File: config.mk
export PLATFORM = sky130hd
export DESIGN_NAME = uart_tx_feeder
export DESIGN_NICKNAME = d
export VERILOG_FILES = /design/src/rtl/uart_tx_feeder.sv
export SDC_FILE = /design/constraint.sdc
export NUM_CORES = 1
export LEC_CHECK = 0
export CORE_MARGIN = 1.5
export CORE_UTILIZATION = 60
export DETAILED_ROUTE_END_ITERATION = 10
export GPL_TIMING_DRIVEN = 0
export PLACE_DENSITY = 0.87
export SYNTH_ARGS = -nofsm -noshare
export SYNTH_HDL_FRONTEND = slang
export SYNTH_SLANG_ARGS = --single-unit
File: constraint.sdc
create_clock -name clk -period 5.75 [get_ports clk]
set_input_delay 0.575 -clock clk [delete_from_list [all_inputs] [get_ports clk]]
set_output_delay 0.575 -clock clk [all_outputs]
set_load 0.1 [all_outputs]
File: src/rtl/uart_tx_feeder.sv
// Byte FIFO plus send/ready sequencer feeding a UART transmit controller.
// Issues one-cycle send pulses, paced on the controller's ready, with a sticky busy timeout.
module uart_tx_feeder #(
  parameter int DEPTH_LOG2   = 4,
  parameter int BUSY_TIMEOUT = 3
) (
  input  logic                  clk,
  input  logic                  rst_n,
  input  logic                  in_valid,
  input  logic [7:0]            in_data,
  output logic                  in_ready,
  input  logic                  tx_ready,
  output logic                  tx_send,
  output logic [7:0]            tx_data,
  output logic [DEPTH_LOG2:0]   fifo_count,
  output logic                  idle,
  output logic [15:0]           sent_count,
  output logic                  err_timeout
);

  localparam int DEPTH = 1 << DEPTH_LOG2;
  localparam int TW    = (BUSY_TIMEOUT < 2) ? 1 : $clog2(BUSY_TIMEOUT + 1);
  localparam logic [DEPTH_LOG2:0] DEPTH_VAL   = (DEPTH_LOG2 + 1)'(DEPTH);
  localparam logic [TW-1:0]       TIMEOUT_VAL = TW'(BUSY_TIMEOUT);

  typedef enum logic [1:0] {
    S_IDLE,
    S_WAIT_BUSY,
    S_WAIT_DONE
  } state_t;

  state_t                state_reg, state_next;
  logic [7:0]            mem [DEPTH];
  logic [DEPTH_LOG2-1:0] rd_ptr_reg, wr_ptr_reg;
  logic [DEPTH_LOG2:0]   count_reg, count_next;
  logic                  full_reg;
  logic [TW-1:0]         wait_cnt_reg, wait_cnt_next;
  logic                  err_reg, err_next;
  logic                  tx_send_reg;
  logic [7:0]            tx_data_reg;
  logic [15:0]           sent_reg;
  logic                  push, pop;

  // in_ready comes from the registered full flag, so a push can never land on a full FIFO.
  assign in_ready    = !full_reg;
  assign push        = in_valid && !full_reg;
  assign tx_send     = tx_send_reg;
  assign tx_data     = tx_data_reg;
  assign fifo_count  = count_reg;
  assign sent_count  = sent_reg;
  assign err_timeout = err_reg;
  assign idle        = (count_reg == '0) && (state_reg == S_IDLE) && tx_ready;

  always_comb begin
    state_next    = state_reg;
    pop           = 1'b0;
    wait_cnt_next = wait_cnt_reg;
    err_next      = err_reg;
    case (state_reg)
      S_IDLE: begin
        wait_cnt_next = '0;
        if ((count_reg != '0) && tx_ready) begin
          pop        = 1'b1;
          state_next = S_WAIT_BUSY;
        end
      end
      S_WAIT_BUSY: begin
        if (!tx_ready) begin
          wait_cnt_next = '0;
          state_next    = S_WAIT_DONE;
        end else begin
          wait_cnt_next = wait_cnt_reg + 1'b1;
          if (wait_cnt_next == TIMEOUT_VAL) begin
            err_next   = 1'b1;
            state_next = S_IDLE;
          end
        end
      end
      S_WAIT_DONE: begin
        if (tx_ready) begin
          state_next = S_IDLE;
        end
      end
      default: state_next = S_IDLE;
    endcase
  end

  always_comb begin
    count_next = count_reg;
    case ({push, pop})
      2'b10:   count_next = count_reg + 1'b1;
      2'b01:   count_next = count_reg - 1'b1;
      default: count_next = count_reg;
    endcase
  end

  always_ff @(posedge clk) begin
    if (!rst_n) begin
      state_reg    <= S_IDLE;
      rd_ptr_reg   <= '0;
      wr_ptr_reg   <= '0;
      count_reg    <= '0;
      full_reg     <= 1'b0;
      wait_cnt_reg <= '0;
      err_reg      <= 1'b0;
      tx_send_reg  <= 1'b0;
      tx_data_reg  <= 8'h00;
      sent_reg     <= '0;
    end else begin
      state_reg    <= state_next;
      count_reg    <= count_next;
      full_reg     <= (count_next == DEPTH_VAL);
      wait_cnt_reg <= wait_cnt_next;
      err_reg      <= err_next;
      tx_send_reg  <= pop;
      if (push) begin
        wr_ptr_reg <= wr_ptr_reg + 1'b1;
      end
      if (pop) begin
        rd_ptr_reg  <= rd_ptr_reg + 1'b1;
        tx_data_reg <= mem[rd_ptr_reg];
        sent_reg    <= sent_reg + 1'b1;
      end
    end
  end

  // Storage array kept free of reset so it maps onto block RAM.
  always_ff @(posedge clk) begin
    if (push) begin
      mem[wr_ptr_reg] <= in_data;
    end
  end

endmodule
---- Word-level counts from Yosys, hierarchy flattened ----
Memories as Yosys holds them, arrays and structs flattened. A register that Yosys moved wholly into a read port is not among the register bits.
Cells that the tools add are included.
storage, ports and cells
  word-level logic and storage cells ...... 49
  bits in writable memories ............... 128
  input bits .............................. 12
  memories kept ........................... 1
  bits in registers ....................... 36
  output and inout port bits .............. 33
cells by class
  reductions and logical operators ........ 12
  add/sub/neg operators ................... 6
  equality and inequality tests ........... 9
  multiplexer cells ....................... 12
memories
  name  words  width  rd ports  clocked after memory_dff  wr ports  line  RTL
  mem   16     8      1         1                         1         33    logic [7:0] mem [DEPTH];
operators with widths
  operator                                                                 number
  16-bit by 1-bit adder with 16-bit output, second input constant          1
  2-bit 2-to-1 mux                                                         5
  5-bit case mux with 2 select lines                                       1
  4-bit by 1-bit adder with 4-bit output, second input constant            2
  2-bit equality test, second input constant                               3
  2-bit case mux with 3 select lines                                       1
  3-bit AND reduction                                                      2
  5-bit by 1-bit adder with 5-bit output, second input constant            1
  5-bit equality test, second input constant                               1
  5-bit zero test                                                          1
  5-bit nonzero test                                                       1
  5-bit by 1-bit subtractor with 5-bit output, second input constant       1
  2-bit by 1-bit equality test with 1-bit output, second input constant    2
  1-bit logical AND                                                        4
  1-bit 2-to-1 mux                                                         4
  2-bit case mux with 2 select lines                                       1
  3-bit inequality test, second input constant                             1
  2-bit by 1-bit adder with 2-bit output, second input constant            1
  1-bit zero test                                                          2
  2-bit zero test                                                          1
  2-bit by 1-bit inequality test with 1-bit output, second input constant  1
  2-bit inequality test, second input constant                             1
  2-bit nonzero test                                                       1

---- Depth between registers and ports, before layout ----
Gate-level depths: netlist of run 1.
  word-level depth ........................ 7
  mapped depth ............................ 13
  gate-level depth less buffers ........... 10

---- Worst setup path before layout of run 1 ----
No wires, ideal clock.
  path kind ............................... reg-to-reg
  start point ............................. reg count_reg[1] (netlist: fifo_count[1])
  end point ............................... reg full_reg
  period minus slack after synthesis ...... 3,349 ps
  path slack .............................. 2,401 ps
  library setup time ...................... 88 ps
  stages on the path, launching flop included .. 13
  arrival time ............................ 3,261 ps
  path through ............................ dfxtp_1 clkbuf_1 nor3_4 a21oi_2 buf_2 buf_2 ha_1 a21oi_1 o22ai_1 a22oi_1 o311ai_2 xnor2_1 nor4b_2
between the ends
  longest elaborated chain between the ends .. 7
RTL lines
  item                                                                                   line  RTL
  from (decl)                                                                            35    logic [DEPTH_LOG2:0] count_reg, count_next;
  from (signal assigned)                                                                 111   count_reg <= count_next;
  5-bit nonzero test                                                                     62    if ((count_reg != '0) && tx_ready) begin
  1-bit logical AND                                                                      62
  1-bit 2-to-1 mux                                                                       62
  1-bit 2-to-1 mux                                                                       59    case (state_reg)
  2-bit by 1-bit equality test with 1-bit output or 2-bit equality test (tied branches)  90    case ({push, pop})
  5-bit case mux with 2 select lines (*)                                                 90
  5-bit equality test (*)                                                                112   full_reg <= (count_next == DEPTH_VAL);
  to (signal assigned)                                                                   112
  to (decl)                                                                              36    logic full_reg;
Every way passes the cells marked *; elsewhere a longest branch is shown, timed or not.
A chain may end at the register's enable or synchronous reset.

---- Worst setup path in the final report of run 1 ----
  start point ............................. in tx_ready
  end point ............................... out idle
between the ends
  longest elaborated chain between the ends .. 1
RTL lines
  item               line  RTL
  from (decl)        12    input logic tx_ready,
  1-bit logical AND  52    assign idle = (count_reg == '0) && (state_reg == S_IDLE) && tx_ready;
  to (decl)          16    output logic idle,
No other way between the ends.

==> results of run 1 <==
-- cell families (layout without fill, tap and decap cells) --
group / after synthesis / count (layout) / share of synthesized area [%]
compound gates: 36 / 36 / 3.57
xor+xnor: 23 / 23 / 2.86
fa+ha+maj: 9 / 9 / 1.60
buf+inv: 32 / 107 / 2.08
flops: 172 / 172 / 67.1
mux: 44 / 44 / 13.4
simple gates: 122 / 122 / 9.40
-- tightest hold or removal path, stage by stage (launching register included) --
cell and delay, ps:
dfxtp_1 310, nand2_1 50, o21ai_1 50
-- per-layer routing --
layer / share of wire [%] / track usage (%)
met5: 0 / 0
met2: 52 / 42.0
met3: 6.8 / 6.01
met1: 39 / 32.0
met4: 2.4 / 10.5
-- Yosys cell counts, types with 6 or more instances --
cell and instances:
and2_1 20, buf_2 6, clkbuf_1 14, dfxtp_1 44, edfxtp_1 128, ha_1 9
inv_1 7, mux4_2 40, nand2_1 34, nor2_1 18, nor2b_1 11, nor3_1 6
o21ai_0 7, o21ai_1 8, xnor2_1 11, xor2_1 12
-- layout make-up --
| type | instances | area, µm² | share of cell area, % |
|---|---|---|---|
| clock inverters | 14 | 119 | 1.45 |
| inverters | 7 | 26.3 | 0.320 |
| multi-input cells | 234 | 2170 | 26.4 |
| well taps | 143 | 179 | 2.18 |
| plain buffers | 25 | 120 | 1.46 |
| clock buffers | 17 | 425 | 5.19 |
| flip-flops and latches | 172 | 4720 | 57.6 |
| repair buffers | 44 | 440 | 5.37 |
-- per-stage QoR --
stage | std cells | hold WS [ps] | area (µm²)
detailed placement | 625 | 449 | 7660
global route | 656 | 481 | 8200
finish | 656 | 457 | 8200
CTS | 656 | 457 | 8200
floorplan | 438 | 483 | 7040
global placement | 625 | 444 | 7660
-- power by group through the flow --
stage / sequential [W] / clock, W / combinational [W]
2_1_floorplan: 0.00172 / 0 / 0.000555
3_3_place_gp: 0.00146 / 0 / 0.00103
3_5_place_dp: 0.00147 / 0 / 0.00105
4_1_cts: 0.00144 / 0.00107 / 0.00107
5_1_grt: 0.00145 / 0.00113 / 0.00112
6_report: 0.00144 / 0.00106 / 0.00106
-- worst max path at each step --
stage | from | endpoint | slack [ps] | depth (start not counted)
5_1_grt | tx_ready | full_reg | 2230 | 13
4_1_cts | tx_ready | idle | 2310 | 5
6_report | tx_ready | idle | 2290 | 5
3_3_place_gp | tx_ready | full_reg | 2080 | 13
2_1_floorplan | fifo_count[1] | full_reg | 2400 | 12
3_5_place_dp | tx_ready | full_reg | 2020 | 13
==> impl_metrics.toml, run 1 <==
[drt]
via_per_inst = 6.00
wirelength_um = 14500
wl_per_cell_um = 22.1
firstDrtPassIters = 4
drt_iter0_markers = 469
vias = 3938
antenna_left = 0
drc = 0

[timing]
finalSetupViolCount = 0
worst_slew_pin_slew_ps = 1310
period_minus_slack_ps = 3460
tns_ps = 0
hold_viol_final = 0
timing.final.ws_setup_ps = 2290
maxSlewHeadroom_pct = 11.9
min_period_over_period_pct = 60.1
drv_slew = 0
fmaxAchievable_mhz = 289
rsz0062_at_grt = "no"
skew_ps = 8.71

[setup_path]
regToRegEndpoint = "full_reg"
r2r_start = "state_reg[1]"
reg2reg_depth = 13
cp.buffers_inverters = 3
arrival_ps = 2880
worstPathMaxFanout = 9
start_kind = "input pin"
r2r_setup_slack_ps = 2650
crit_family = "buffers and inverters"
critical_path.most_common_cell = "clkdlybuf4s50_1"
critPathCaptureType = "output port"
worst-endpoint-required_ps = 5180
cp_slowest_cell = "clkdlybuf4s50_1"
critPathKind = "input pin to output port"
critical-path-max-stage-delay_ps = 1140
crit_chain = "clkdlybuf4s50_1 -> or3b_1 -> buf_6 -> nor2_1 -> clkdlybuf4s50_1"

[clock_tree]
postCtsSetupRepairBufs = 0
cts_tree = "done"
cts_buffers = 17
htree_num_levels = 4
clkTransAtPathRegs_ps = 60
ctsResizeCount = 0
clk_latency_ps = 430
cts_root_buffer = "clkbuf_16"
cts_buffer_depth = 2
cts_hold_buf = 0
clock-sinks = 172

[power_and_ir_drop]
clock_power_share_pct = 29.8
power.density_nw_per_um2 = 434
p_int_w = 0.00237
power.switching_w = 0.00120
seq_power_share_pct = 40.4
p_comb_share_pct = 29.7
power.total_w = 0.00356
p_leak_nw = 2.68
switching_share_pct = 33.6
peakVddDrop_v = 0.000384

[status]
outcome = "completed"

[synthesis]
synth_area_leader_cell = "edfxtp_1"
yosysUniqueCellTypes = 47
syn_inst = 438
synth_edf_count = 128
syn_avg_cell_area_um2 = 16.1
synth_fp_nets = 459
seq_area_frac_synth_pct = 67.1
synth_area_leaders = "edfxtp_1, mux4_2, dfxtp_1"
synth_area_um2 = 7040
synth_top_area_share_pct = 54.6
synthFlopType = "edfxtp_1"
synthArstFlopShare_pct = 0
yosys_warnings = 0
synth_seq_cells = 172

[die]
die_x_um = 111
dieArea_um2 = 12400
core-area_um2 = 11400
num_io_pins = 45
num_rows = 39
chipHeight_um = 111
start_util_pct = 61.6

[worst_hold_path]
min_path_type = "flop to flop"
worstHoldStart = "tx_data[2]"
whs_path_depth = 2
min_to = "tx_data[2]"

[global_routing]
grt_max_degree = 17
grt_usage_pct = 25.1
grt_first_pass_wirelength_um = 22700
antenna_found_initial = 0
grt_overflow_total = 0
grt_pass1_vias = 4093

[layout]
largest_reg_flops = 128
drive_gt1_share_pct = 17.0
final_common_cell = "edfxtp_1"
areaGrowthSynthToFinish_pct = 16.5
fillers = 685
diodes = 0
mostFrequentLayoutCells = "edfxtp_1, dfxtp_1, clkdlybuf4s50_1"
fin_nets = 522
post-route-util_pct = 71.8

[run]
maxCapViolations = 0

[placement]
hpwlAfterDp_um = 9240
place_congestion = 0.838
io_buffer_count = 44
dpl_worst_slack_ps = 2020
Power figures use the tool's default switching activity.
==> run 2, diff against run 1 <==
--- a/config.mk
+++ b/config.mk
@@ -6,10 +6,10 @@
 export NUM_CORES = 1
 export LEC_CHECK = 0
 export CORE_MARGIN = 1.5
-export CORE_UTILIZATION = 60
+export CORE_UTILIZATION = 53
 export DETAILED_ROUTE_END_ITERATION = 10
 export GPL_TIMING_DRIVEN = 0
-export PLACE_DENSITY = 0.87
+export PLACE_DENSITY = 0.81
 export SYNTH_ARGS = -nofsm -noshare
 export SYNTH_HDL_FRONTEND = slang
 export SYNTH_SLANG_ARGS = --single-unit
==> constraint.sdc (replaced) <==
create_clock -name clk -period 3 [get_ports clk]
set_input_delay 0.3 -clock clk [delete_from_list [all_inputs] [get_ports clk]]
set_output_delay 0.3 -clock clk [all_outputs]
set_load 0.1 [all_outputs]
==> impl_metrics.toml, run 2 (synthesis results as in run 1) <==
[global_routing]
antenna_found_initial = 0
grt_max_degree = 17
grt_overflow_total = 0
grt_pass1_vias = 3981
grt_first_pass_wirelength_um = 22600
grt_usage_pct = 22.1

[setup_path]
critical-path-max-stage-delay_ps = 380
cp.buffers_inverters = 4
reg2reg_depth = 13
critPathKind = "flop to flop"
critPathCaptureType = "flop"
worst-endpoint-required_ps = 3340
crit_chain = "buf_6 -> or3b_1 -> buf_6 -> a21oi_2 -> buf_6 -> buf_4 -> ha_4 -> a21oi_2 -> o22ai_1 -> a22oi_1 -> o311ai_2 -> xnor2_1 -> nor4b_2"
crit_family = "compound AO/OA/AOI/OAI gates"
worstPathMaxFanout = 10
r2r_setup_slack_ps = 170
cp_slowest_cell = "or3b_1"
critical_path.most_common_cell = "buf_6"
arrival_ps = 3170
start_kind = "flop"
regToRegEndpoint = "full_reg"
r2r_start = "state_reg[1]"

[clock_tree]
clkTransAtPathRegs_ps = 70
cts_tree = "done"
cts_hold_buf = 0
cts_root_buffer = "clkbuf_16"
clock-sinks = 172
clk_latency_ps = 430
cts_buffer_depth = 2
cts_buffers = 17
htree_num_levels = 4

[layout]
mostFrequentLayoutCells = "edfxtp_1, clkdlybuf4s50_1, mux4_2"
largest_reg_flops = 128
fillers = 833
diodes = 0
final_area_um2 = 8350
ff_latch_area_um2 = 4730
drive_gt1_share_pct = 19.6
final_common_cell = "edfxtp_1"
fin_nets = 524
multi_input_area_um2 = 2180
areaGrowthSynthToFinish_pct = 18.7

[placement]
placed_area_um2 = 7700
place_congestion = 0.823
io_buffer_count = 44
hpwlAfterDp_um = 9390

[drt]
drt_iter0_markers = 345
drc = 0
vias = 3972
antenna_left = 0
wl_per_cell_um = 20.8
firstDrtPassIters = 4
wirelength_um = 14300
via_per_inst = 5.77

[die]
dieArea_um2 = 14000
core-area_um2 = 12800
num_io_pins = 45
num_rows = 41
die_x_um = 118
chipHeight_um = 118
start_util_pct = 55.1

[status]
outcome = "completed"

[timing]
hold_viol_final = 0
fmaxAchievable_mhz = 354
period_minus_slack_ps = 2830
min_period_over_period_pct = 94.3
finalSetupViolCount = 0
drv_slew = 0
rsz0062_at_grt = "no"
hold_slack_ps = 460
skew_ps = 6.43
maxSlewHeadroom_pct = 15.5
worst_slew_pin_slew_ps = 1260

[worst_hold_path]
whs_path_depth = 2
min_path_type = "flop to flop"
min_to = "tx_data[7]"
worstHoldStart = "tx_data[7]"

[run]
maxCapViolations = 0

[power_and_ir_drop]
peakVddDrop_v = 0.000646
power.density_nw_per_um2 = 854
p_leak_nw = 2.74
run 2: cell count changes in the layout (fill, tap and decap cells not counted), moves of 2 or more:
cell	delta
dfxtp_1	-5
buf_2	-2
clkinv_1	-3
bufinv_16	+2
buf_4	+3
dfxtp_2	+5
inv_8	+2
run 2: how the worst max path moves through the flow:
stage | endpoint | cells after the start | from | slack, ps
after CTS | full_reg | 13 | state_reg[1] | 40
after detailed placement | full_reg | 13 | tx_ready | -530
after global placement | full_reg | 13 | tx_ready | -390
after floorplan | full_reg | 12 | fifo_count[1] | 20
after global routing | full_reg | 13 | state_reg[1] | 10
final | full_reg | 13 | state_reg[1] | 170
run 2: worst register-to-register path, cell delays in order, from the launching register on:
cell and delay [ps]:
dfxtp_1 310, buf_6 130, or3b_1 380, buf_6 160, a21oi_2 150, buf_6 170
buf_4 190, ha_4 190, a21oi_2 90, o22ai_1 180, a22oi_1 120, o311ai_2 260
xnor2_1 140, nor4b_2 260
run 2: timing repair:
action,4_1_cts,5_1_grt
pin swaps,1,1
setup endpoints to repair,3,1
resized for setup,5,3
setup buffers,0,2
run 2: final cells by class:
class                      instances  share of cell area, %
timing repair buffer              46                   5.44
clock inverter                    15                   2.25
clock buffer                      17                   5.09
sequential                       172                   56.6
tap                              172                   2.58
inverter                           7                  0.315
multi-input combinational        234                   26.1
buffer                            25                   1.56
run 2: per-layer routing:
layer | GRT usage [%] | wire, µm
met5 | 0 | 0
met4 | 9.45 | 374
met3 | 6.56 | 898
met2 | 36.0 | 7230
met1 | 27.8 | 5830
run 2: metrics by stage:
stage / setup slack (ps) / setup TNS, ps / std cells / util (%) / total power [W]
after CTS: 35.3 / 0 / 686 / 65.1 / 0.00712
after detailed placement: -531 / -2290 / 654 / 60.3 / 0.00484
final: 172 / 0 / 688 / 65.4 / 0.00713
after floorplan: 18.1 / 0 / 438 / - / 0.00436
after global routing: 14.9 / 0 / 688 / 65.4 / 0.00739
after global placement: -386 / -983 / 654 / 60.3 / 0.00479
run 2: report_power, final:
group | total (W) | switching (W) | internal [W]
registers | 0.00277 | 0.0000868 | 0.00268
clock network | 0.00227 | 0.000941 | 0.00133
logic | 0.00209 | 0.00133 | 0.000766
